[src/rtl/pipe_pkg.sv]
// Shared encodings for the pipe_issue_ctrl slice: instruction fields, the NOP
// constant and the register-index type.
package pipe_pkg;

  typedef logic [1:0] reg_idx_t;

  localparam int NUM_REGS = 4;

  localparam logic [1:0] OP_NOP   = 2'b00;
  localparam logic [7:0] NOP_INST = 8'h00;

  localparam int OP_HI  = 7;
  localparam int OP_LO  = 6;
  localparam int RS1_HI = 5;
  localparam int RS1_LO = 4;
  localparam int RS2_HI = 3;
  localparam int RS2_LO = 2;
  localparam int RD_HI  = 1;
  localparam int RD_LO  = 0;

endpackage

[src/rtl/inst_fifo.sv]
// Synchronous pointer FIFO for 8-bit instructions. The head is read straight
// from storage, so a pushed entry becomes visible the cycle after its push.
module inst_fifo
  import pipe_pkg::*;
#(
  parameter int DEPTH = 4
) (
  input  logic       clk,
  input  logic       rst,
  input  logic       push,
  input  logic       pop,
  input  logic       flush,
  input  logic [7:0] din,
  output logic       full,
  output logic       empty,
  output logic [7:0] head
);

  localparam int AW = $clog2(DEPTH);

  logic [7:0]  mem [DEPTH];
  logic [AW-1:0] wr_ptr;
  logic [AW-1:0] rd_ptr;
  logic [AW:0]   count;

  // DEPTH is a power of two, so the pointers wrap by plain overflow.
  always_ff @(posedge clk) begin
    if (rst || flush) begin
      wr_ptr <= '0;
      rd_ptr <= '0;
      count  <= '0;
    end else begin
      if (push) wr_ptr <= wr_ptr + 1'b1;
      if (pop)  rd_ptr <= rd_ptr + 1'b1;
      if (push && !pop)      count <= count + 1'b1;
      else if (pop && !push) count <= count - 1'b1;
    end
  end

  always_ff @(posedge clk) begin
    if (push) mem[wr_ptr] <= din;
  end

  assign full  = (count == (AW+1)'(DEPTH));
  assign empty = (count == '0);
  assign head  = mem[rd_ptr];

endmodule

[src/rtl/pipe_issue_ctrl.sv]
// In-order issue controller: buffers instructions, tracks pending writebacks
// per register and injects NOPs into pipeline_v while a RAW/WAW hazard holds.
module pipe_issue_ctrl
  import pipe_pkg::*;
#(
  parameter int DEPTH  = 4,
  parameter int WB_LAT = 3
) (
  input  logic        clk,
  input  logic        rst,
  input  logic [7:0]  in_inst,
  input  logic        in_valid,
  output logic        in_ready,
  input  logic        flush,
  output logic [7:0]  out_inst,
  output logic        out_valid,
  output logic [15:0] stall_cnt,
  output logic        busy
);

  localparam int CW = $clog2(WB_LAT + 1);

  logic       fifo_full;
  logic       fifo_empty;
  logic [7:0] head;
  logic       push;
  logic       issue;
  logic       hazard;
  logic       sb_pending;

  logic [CW-1:0] cnt [NUM_REGS];

  logic [1:0] head_op;
  reg_idx_t   head_rs1;
  reg_idx_t   head_rs2;
  reg_idx_t   head_rd;

  assign head_op  = head[OP_HI:OP_LO];
  assign head_rs1 = head[RS1_HI:RS1_LO];
  assign head_rs2 = head[RS2_HI:RS2_LO];
  assign head_rd  = head[RD_HI:RD_LO];

  assign in_ready = !rst && !fifo_full;
  assign push     = in_valid && in_ready && !flush;
  assign issue    = !fifo_empty && !hazard && !flush;

  inst_fifo #(.DEPTH(DEPTH)) u_fifo (
    .clk   (clk),
    .rst   (rst),
    .push  (push),
    .pop   (issue),
    .flush (flush),
    .din   (in_inst),
    .full  (fifo_full),
    .empty (fifo_empty),
    .head  (head)
  );

  // Checking rd as well as the sources keeps a younger write from landing
  // before an older one to the same register.
  always_comb begin
    hazard     = 1'b0;
    sb_pending = 1'b0;
    if (head_op != OP_NOP) begin
      hazard = (cnt[head_rs1] != '0) || (cnt[head_rs2] != '0) || (cnt[head_rd] != '0);
    end
    for (int r = 0; r < NUM_REGS; r++) begin
      if (cnt[r] != '0) sb_pending = 1'b1;
    end
  end

  assign busy = !fifo_empty || sb_pending;

  // Flush leaves the scoreboard alone: writes already issued still land.
  always_ff @(posedge clk) begin
    if (rst) begin
      for (int r = 0; r < NUM_REGS; r++) cnt[r] <= '0;
    end else begin
      for (int r = 0; r < NUM_REGS; r++) begin
        if (issue && (head_op != OP_NOP) && (head_rd == reg_idx_t'(r))) begin
          cnt[r] <= CW'(WB_LAT);
        end else if (cnt[r] != '0) begin
          cnt[r] <= cnt[r] - 1'b1;
        end
      end
    end
  end

  always_ff @(posedge clk) begin
    if (rst) begin
      out_inst  <= NOP_INST;
      out_valid <= 1'b0;
      stall_cnt <= '0;
    end else begin
      out_inst  <= issue ? head : NOP_INST;
      out_valid <= issue;
      if (!fifo_empty && hazard && !flush && (stall_cnt != 16'hFFFF)) begin
        stall_cnt <= stall_cnt + 1'b1;
      end
    end
  end

endmodule

[config.mk]
export PLATFORM = sky130hd
export DESIGN_NAME = pipe_issue_ctrl
export DESIGN_NICKNAME = d
export VERILOG_FILES = /design/src/rtl/pipe_pkg.sv /design/src/rtl/inst_fifo.sv /design/src/rtl/pipe_issue_ctrl.sv
export SDC_FILE = /design/constraint.sdc
export NUM_CORES = 1
export LEC_CHECK = 0
export BUFFER_PORTS_ARGS = -buffer_cell sky130_fd_sc_hd__buf_2
export CELL_PAD_IN_SITES_DETAIL_PLACEMENT = 0
export CELL_PAD_IN_SITES_GLOBAL_PLACEMENT = 1
export CORE_MARGIN = 4
export CORE_UTILIZATION = 48
export CTS_BUF_LIST = sky130_fd_sc_hd__clkbuf_4 sky130_fd_sc_hd__clkbuf_8
export CTS_CLUSTER_SIZE = 8
export DETAILED_ROUTE_END_ITERATION = 8
export PLACE_DENSITY = 0.88
export SLEW_MARGIN = 20
export SYNTH_ARGS = -nofsm -noshare
export SYNTH_HDL_FRONTEND = slang
export SYNTH_SLANG_ARGS = --single-unit
[constraint.sdc]
create_clock -name clk -period 4.3 [get_ports clk]
set_input_delay 0.645 -clock clk [delete_from_list [all_inputs] [get_ports clk]]
set_output_delay 0.645 -clock clk [all_outputs]
set_load 0.02 [all_outputs]
==> impl_metrics.tcl, run 1 <==
set metrics [dict create \
    synth_edf_count 40 \
    post_cts_resized 0 \
    finalWirelength_mm 6.29 \
    synth_xor_area_share_pct 0.774 \
    holdWs_ns 0.495 \
    cts.sinks 74 \
    dr.pass1.iters 4 \
    instances_no_fill 430 \
    track_usage_pct 15.3 \
    worst_slew_pin_slew_ns 0.747 \
    yosysSeqAreaShare_pct 55.4 \
    rsz0062_at_grt "false" \
    drive_gt1_share_pct 23.4 \
    syn_area_mm2 0.00339 \
    post-route-min-period_ns 3.38 \
    wl_per_cell_um 14.6 \
    syn_avg_cell_area_um2 11.6 \
    yosys.area_share.adder_pct 4.28 \
    hold_class "register to register" \
    ctsLongestPathBuffers 2 \
    p_seq_share_pct 48.5 \
    antenna_found_initial 0 \
    ys.flop_type "edfxtp_1" \
    gr-total-overflow 0 \
    grt_max_degree 38 \
    synth_compound_area_share_pct 7.34 \
    ys_warn_count 0 \
    switching_power_mw 0.483 \
    first_global_vias 2038 \
    antenna_left 0 \
    viasPerCell 5.26 \
    hold_buffers 0 \
    root_buffer "clkbuf_8" \
    placed_cells 414 \
    cpMostUsedCell "mux4_2" \
    muxShareOfSynthArea_pct 10.9 \
    status "completed" \
    finalHoldViolCount 0 \
    skew_ns 0.0155 \
    die_w_um 92.1 \
    switching_share_pct 28.5 \
    syn-num-nets 315 \
    path_cells "mux4_2, mux4_2, clkinv_1, nor3_2, o21ai_0, ha_1, inv_1, fa_1, xor2_1, or3_1, a21oi_1" \
    synth-simple-area-share_pct 17.2 \
    fmax_ghz 0.296 \
    numCtsBuffers 9 \
    slew_viol_final 0 \
    synth.distinct_cells 37 \
    vias 2263 \
    drc 0 \
    fin_crit_sh_pct 78.5 \
    worstPathArrival_ns 3.65 \
    synth.top_cell.area_share_pct 35.4 \
    yosysTopAreaCell "edfxtp_1" \
    initial_utilization_pct 49.7 \
    drt_iter0_drc 72 \
    synth.area.top_cells "edfxtp_1 35%, dfxtp_1 20%, mux4_1 3.9%" \
    required_ns 4.57 \
    placement_rows 30 \
    async_flop_share_pct 0 \
    relSlewSlack_pct 50.1 \
    gp_congestion 0.771 \
    io_pins 39 \
    die_h_um 92.1 \
    critPathKind "register to register" \
    cp_slowest_cell "mux4_2" \
    critPathLaunchType "register" \
    core_mm2 0.00683 \
    critPathMaxStageDelay_ns 0.63 \
    setup.worst_path.end_class "register" \
    cts.clk_slew.worst_paths_ns 0.08 \
    p_leak_nw 1.44 \
    fp.dieArea_mm2 0.00848 \
    irDropWorstVdd_v 0.000290 \
    cp_num_buf_inv 2 \
    setup_tns_ns 0 \
    combPwrFrac_pct 19.5 \
    grt_pass1_wl_mm 9.93 \
    p_clk_share_pct 32.0 \
    cap_violations 0 \
    synth_top_family_by_area "simple AND/OR/NAND/NOR gates" \
    n_antenna_cell 0 \
    setup_viol 0 \
    cts_tree "done" \
    dp_hpwl_mm 4.52 \
    synthesis.instances 292 \
    min_from "stall_cnt[14]$_SDFFE_PP0P_" \
    intPower_mw 1.21 \
    post_cts_buffers 0 \
    cp_max_fo 10 \
    synth_seq_cells 74 \
    critical-path-top-delay-family "multiplexers" \
    finalCoreUtilization_pct 56.3 \
    cts.htree.levels 3 \
    area_growth_pct 13.3 \
    power_density_mw_per_mm2 440 \
    portBuffers 38 \
    clkLatencyLatePin_ns 0.35 \
    final_nets 352 \
]
==> cell type report <==
class | count | area (um2)
Fill cell | 624 | 2990
Sequential cell | 74 | 1880
Multi-Input combinational cell | 186 | 1380
Timing Repair Buffer | 39 | 198
Clock buffer | 10 | 131
Tap cell | 96 | 120
Inverter | 19 | 71.3
Clock inverter | 6 | 67.6
==> Yosys cell counts, drive strengths merged, types with 5 or more instances <==
master,number
mux2,8
mux4,9
nor3,6
o31ai,8
dfxtp,34
clkbuf,9
or3,5
mux2i,6
ha,10
and2,5
nor2b,7
nand2,10
o21ai,9
nor2,23
a21oi,25
or4,8
inv,18
edfxtp,40
nand4,10
nand3,8
or2,10
==> power by group through the flow <==
stage	Combinational, mW	Clock [mW]	Sequential, mW
after floorplan	0.260	0	0.833
after global placement	0.317	0	0.834
after detailed placement	0.331	0	0.839
after CTS	0.333	0.552	0.822
after global routing	0.367	0.594	0.827
final	0.330	0.542	0.821
==> logic make-up after synthesis <==
logic type / count (synthesis)
AND/OR/NAND/NOR: 105
flip-flops: 74
AO/OA/AOI/OAI: 44
buffers and inverters: 32
multiplexers: 23
adder cells (fa/ha/maj): 11
XOR/XNOR: 3
==> worst register-to-register path, stage by stage (launching register included) <==
cell and delay [ns]:
dfxtp_1 0.62, mux4_2 0.63, mux4_2 0.45, clkinv_1 0.08, nor3_2 0.05, o21ai_0 0.19, ha_1 0.22, inv_1 0.07
fa_1 0.37, xor2_1 0.18, or3_1 0.32, a21oi_1 0.14
==> routing by layer <==
metal  up-vias  share of wire, %  global-route usage, %
li1       1159                 -                      -
met5         -                 0                      0
met3        11               3.4                   4.43
met4         0               1.8                   6.68
met2        27                50                   24.1
met1      1066                45                   19.7
==> flip-flops by register name, summed over array words and instances (netlist names), named ones only <==
signal         cells
u_fifo.wr_ptr      2
out_inst           8
out_valid          1
u_fifo.mem        32
u_fifo.count       3
stall_cnt         16
cnt                8
u_fifo.rd_ptr      2
==> cells in the final DEF, fill, tap and decap left out, types with 6 or more instances in the layout <==
master	n
edfxtp_1	40
nor2_1	23
o21ai_0	8
or2_2	10
a21oi_1	25
nor2b_1	7
buf_2	38
nand2_1	10
inv_1	18
dfxtp_1	34
clkbuf_8	9
o31ai_1	8
or4_1	8
nand4_1	10
nand3_1	8
mux2i_1	6
ha_1	10
mux2_2	8
==> per-stage QoR <==
stage               setup slack (ns)  instance area (um2)  power (mW)
detailed placement             0.912                 3650        1.17
global route                   0.669                 3850        1.79
CTS                            0.879                 3850        1.71
finish                         0.924                 3850        1.69
global placement               0.969                 3650        1.15
floorplan                       1.12                 3390        1.09
==> final timing paths <==
path | slack [ns] | cells past startpoint | endpoint
worst max-delay path | 0.92 | 11 | u_fifo.count[2]$_SDFFE_PP0P_
worst min-delay path | 0.49 | 2 | stall_cnt[14]$_SDFFE_PP0P_
worst max register to register | 0.92 | 11 | u_fifo.count[2]$_SDFFE_PP0P_
worst min register to register | 0.49 | 2 | stall_cnt[14]$_SDFFE_PP0P_
Power figures use the tool's default switching activity.
==> inputs of run 2 (changes only) <==
--- a/config.mk
+++ b/config.mk
@@ -9,11 +9,11 @@
 export CELL_PAD_IN_SITES_DETAIL_PLACEMENT = 0
 export CELL_PAD_IN_SITES_GLOBAL_PLACEMENT = 1
 export CORE_MARGIN = 4
-export CORE_UTILIZATION = 48
+export CORE_UTILIZATION = 44
 export CTS_BUF_LIST = sky130_fd_sc_hd__clkbuf_4 sky130_fd_sc_hd__clkbuf_8
 export CTS_CLUSTER_SIZE = 8
 export DETAILED_ROUTE_END_ITERATION = 8
-export PLACE_DENSITY = 0.88
+export PLACE_DENSITY = 0.85
 export SLEW_MARGIN = 20
 export SYNTH_ARGS = -nofsm -noshare
 export SYNTH_HDL_FRONTEND = slang
==> constraint.sdc (replaced) <==
create_clock -name clk -period 2.87 [get_ports clk]
set_input_delay 0.4305 -clock clk [delete_from_list [all_inputs] [get_ports clk]]
set_output_delay 0.4305 -clock clk [all_outputs]
set_load 0.02 [all_outputs]
==> run 2 against run 1 <==
  * Global-route usage fell by 0.11 points
  * Highest routed layer unchanged
  * Non-clock buffer count rose by 7
  * Combinational power rose by 64%
  * Worst setup slack got worse by 0.89 ns
  * Clock skew fell by 0.0081 ns
  * Cell area rose by 2.4%
==> impl_metrics.tcl, run 2 (synthesized netlist as in run 1, its figures left out) <==
set metrics [dict create \
    rsz0062_at_grt "true" \
    switching_power_mw 0.771 \
    hold_class "input port to register" \
    finalHoldViolCount 0 \
    cpMostUsedCell "mux4_2" \
    final_cell_mix "40 x edfxtp_1, 38 x buf_2, 33 x dfxtp_1" \
    cap_violations 0 \
    n_fill_cell 655 \
    critPathMaxStageDelay_ns 0.52 \
    drc 0 \
    min_from "in_inst[6]" \
    vias 2323 \
    grt_max_degree 37 \
    relSlewSlack_pct 65.4 \
    switching_share_pct 29.6 \
    placement_rows 31 \
    combPwrFrac_pct 20.7 \
    initial_utilization_pct 46.1 \
    status "completed" \
    antenna_left 0 \
    gp_congestion 0.755 \
    slew_viol_final 0 \
    intPower_mw 1.84 \
    mostFrequentLayoutCell "edfxtp_1" \
    antenna_found_initial 0 \
    io_pins 39 \
    cts.sinks 74 \
    final_nets 359 \
    finalCoreUtilization_pct 53.5 \
    p_leak_nw 1.49 \
    setup.worst_path.end_class "register" \
    dp_hpwl_mm 4.55 \
    holdPathEnd "u_fifo.mem[2][6]$_DFFE_PP_" \
    n_antenna_cell 0 \
    p_seq_share_pct 47.2 \
    grt_pass1_wl_mm 10.4 \
    irDropWorstVdd_v 0.000422 \
    power_density_mw_per_mm2 662 \
    hold_buffers 0 \
    reg2regPathDepth 11 \
    drt_iter0_drc 84 \
    setup_tns_ns 0 \
    gr-total-overflow 0 \
    first_global_vias 2152 \
    area_growth_pct 16.1 \
    p_clk_share_pct 32.1 \
    numCtsBuffers 9 \
    skew_ns 0.00736 \
    post_cts_buffers 0 \
    path_cells "mux4_2, mux4_2, clkinv_2, nor3_4, o21ai_2, ha_2, inv_2, fa_2, xor2_1, or3_1, a21oi_2" \
    wl_per_cell_um 14.5 \
    fin_crit_sh_pct 98.9 \
    r2r_end "u_fifo.count[2]$_SDFFE_PP0P_" \
    dr.pass1.iters 4 \
    critPathLaunchType "register" \
    critPathKind "register to register" \
    reg.largest.list "u_fifo.mem (32), stall_cnt (16)" \
    largest_register_ffs 32 \
    portBuffers 38 \
    cts.clk_slew.worst_paths_ns 0.08 \
    worst_slew_pin_slew_ns 0.514 \
    post-route-min-period_ns 2.84 \
    setup_viol 0 \
    required_ns 3.16 \
    root_buffer "clkbuf_8" \
    cp_slowest_cell "mux4_2" \
    regMostFlops "u_fifo.mem" \
    die_w_um 95.8 \
    die_h_um 95.8 \
    hold_depth 1 \
    clkLatencyLatePin_ns 0.35 \
    finalWirelength_mm 6.39 \
    cts_tree "done" \
    viasPerCell 5.28 \
    r2r_slack_ns 0.03 \
    cts.htree.levels 3 \
    fp.dieArea_mm2 0.00918 \
    holdWs_ns 0.290 \
    fmax_ghz 0.352 \
    drive_gt1_share_pct 27.9 \
    worstPathArrival_ns 3.13 \
    core_mm2 0.00737 \
    track_usage_pct 15.2 \
    cp_max_fo 5 \
    ctsLongestPathBuffers 2 \
]
-- run 2: changes by cell type in the layout (fill, tap and decap cells not counted), moves of 2 or more --
cell	change
mux4_2	+2
mux4_1	-2
mux2_2	-2
mux2_4	+2
inv_6	+2
buf_4	+6
-- run 2: metal layers --
| metal | part of all wire (%) | routed length, um | track usage, % |
|---|---|---|---|
| met2 | 46 | 2960 | 22.9 |
| met4 | 2.1 | 134 | 6.64 |
| met3 | 4.5 | 286 | 4.77 |
| met1 | 47 | 3010 | 20.2 |
| met5 | 0 | 0 | 0 |
-- run 2: power by group through the flow --
stage	logic [mW]	registers (mW)	clock network, mW
floorplan	0.427	1.25	0
global placement	0.512	1.25	0
detailed placement	0.528	1.25	0
CTS	0.531	1.23	0.851
global route	0.600	1.24	0.903
finish	0.540	1.23	0.836
-- run 2: worst max-delay path by stage --
stage	start	endpoint	slack, ns	cells past startpoint
2_1_floorplan	register	u_fifo.count[2]$_SDFFE_PP0P_	-0.14	13
3_3_place_gp	register	u_fifo.count[2]$_SDFFE_PP0P_	0.08	12
3_5_place_dp	register	u_fifo.count[2]$_SDFFE_PP0P_	-0.01	12
4_1_cts	register	u_fifo.count[2]$_SDFFE_PP0P_	0.009	12
5_1_grt	register	u_fifo.count[2]$_SDFFE_PP0P_	-0.10	12
6_report	register	u_fifo.count[2]$_SDFFE_PP0P_	0.03	11
-- run 2: worst max-delay path, delay by kind of cell, from the launching register on --
kind,cells,cell delay [ns]
xor+xnor,1,0.17
simple gates,2,0.37
buf+inv,2,0.13
flops,1,0.38
compound gates,2,0.22
fa+ha+maj,2,0.54
mux,2,0.97
-- run 2: timing repair --
item,4_1_cts,5_1_grt
pin swaps,0,0
gates resized for setup,1,4
endpoints found under the setup margin,1,6
-- run 2: stage by stage --
stage               cell area, um2  instances  total power [mW]  worst slack, ns
floorplan                     3420        292              1.68           -0.136
global placement              3720        424              1.76           0.0787
detailed placement            3720        424              1.78          -0.0136
CTS                           3930        440              2.61          0.00890
global route                  3940        440              2.74           -0.103
finish                        3940        440              2.61           0.0316
-- run 2: layout make-up --
cell class                      count  area, um2  area share, %
Clock buffer                        9        124           3.14
Clock inverter                      7       82.6           2.10
Inverter                           19       72.6           1.84
Multi-Input combinational cell    186       1400           35.5
Sequential cell                    74       1890           47.9
Tap cell                           99        124           3.14
Timing Repair Buffer               46        254           6.45
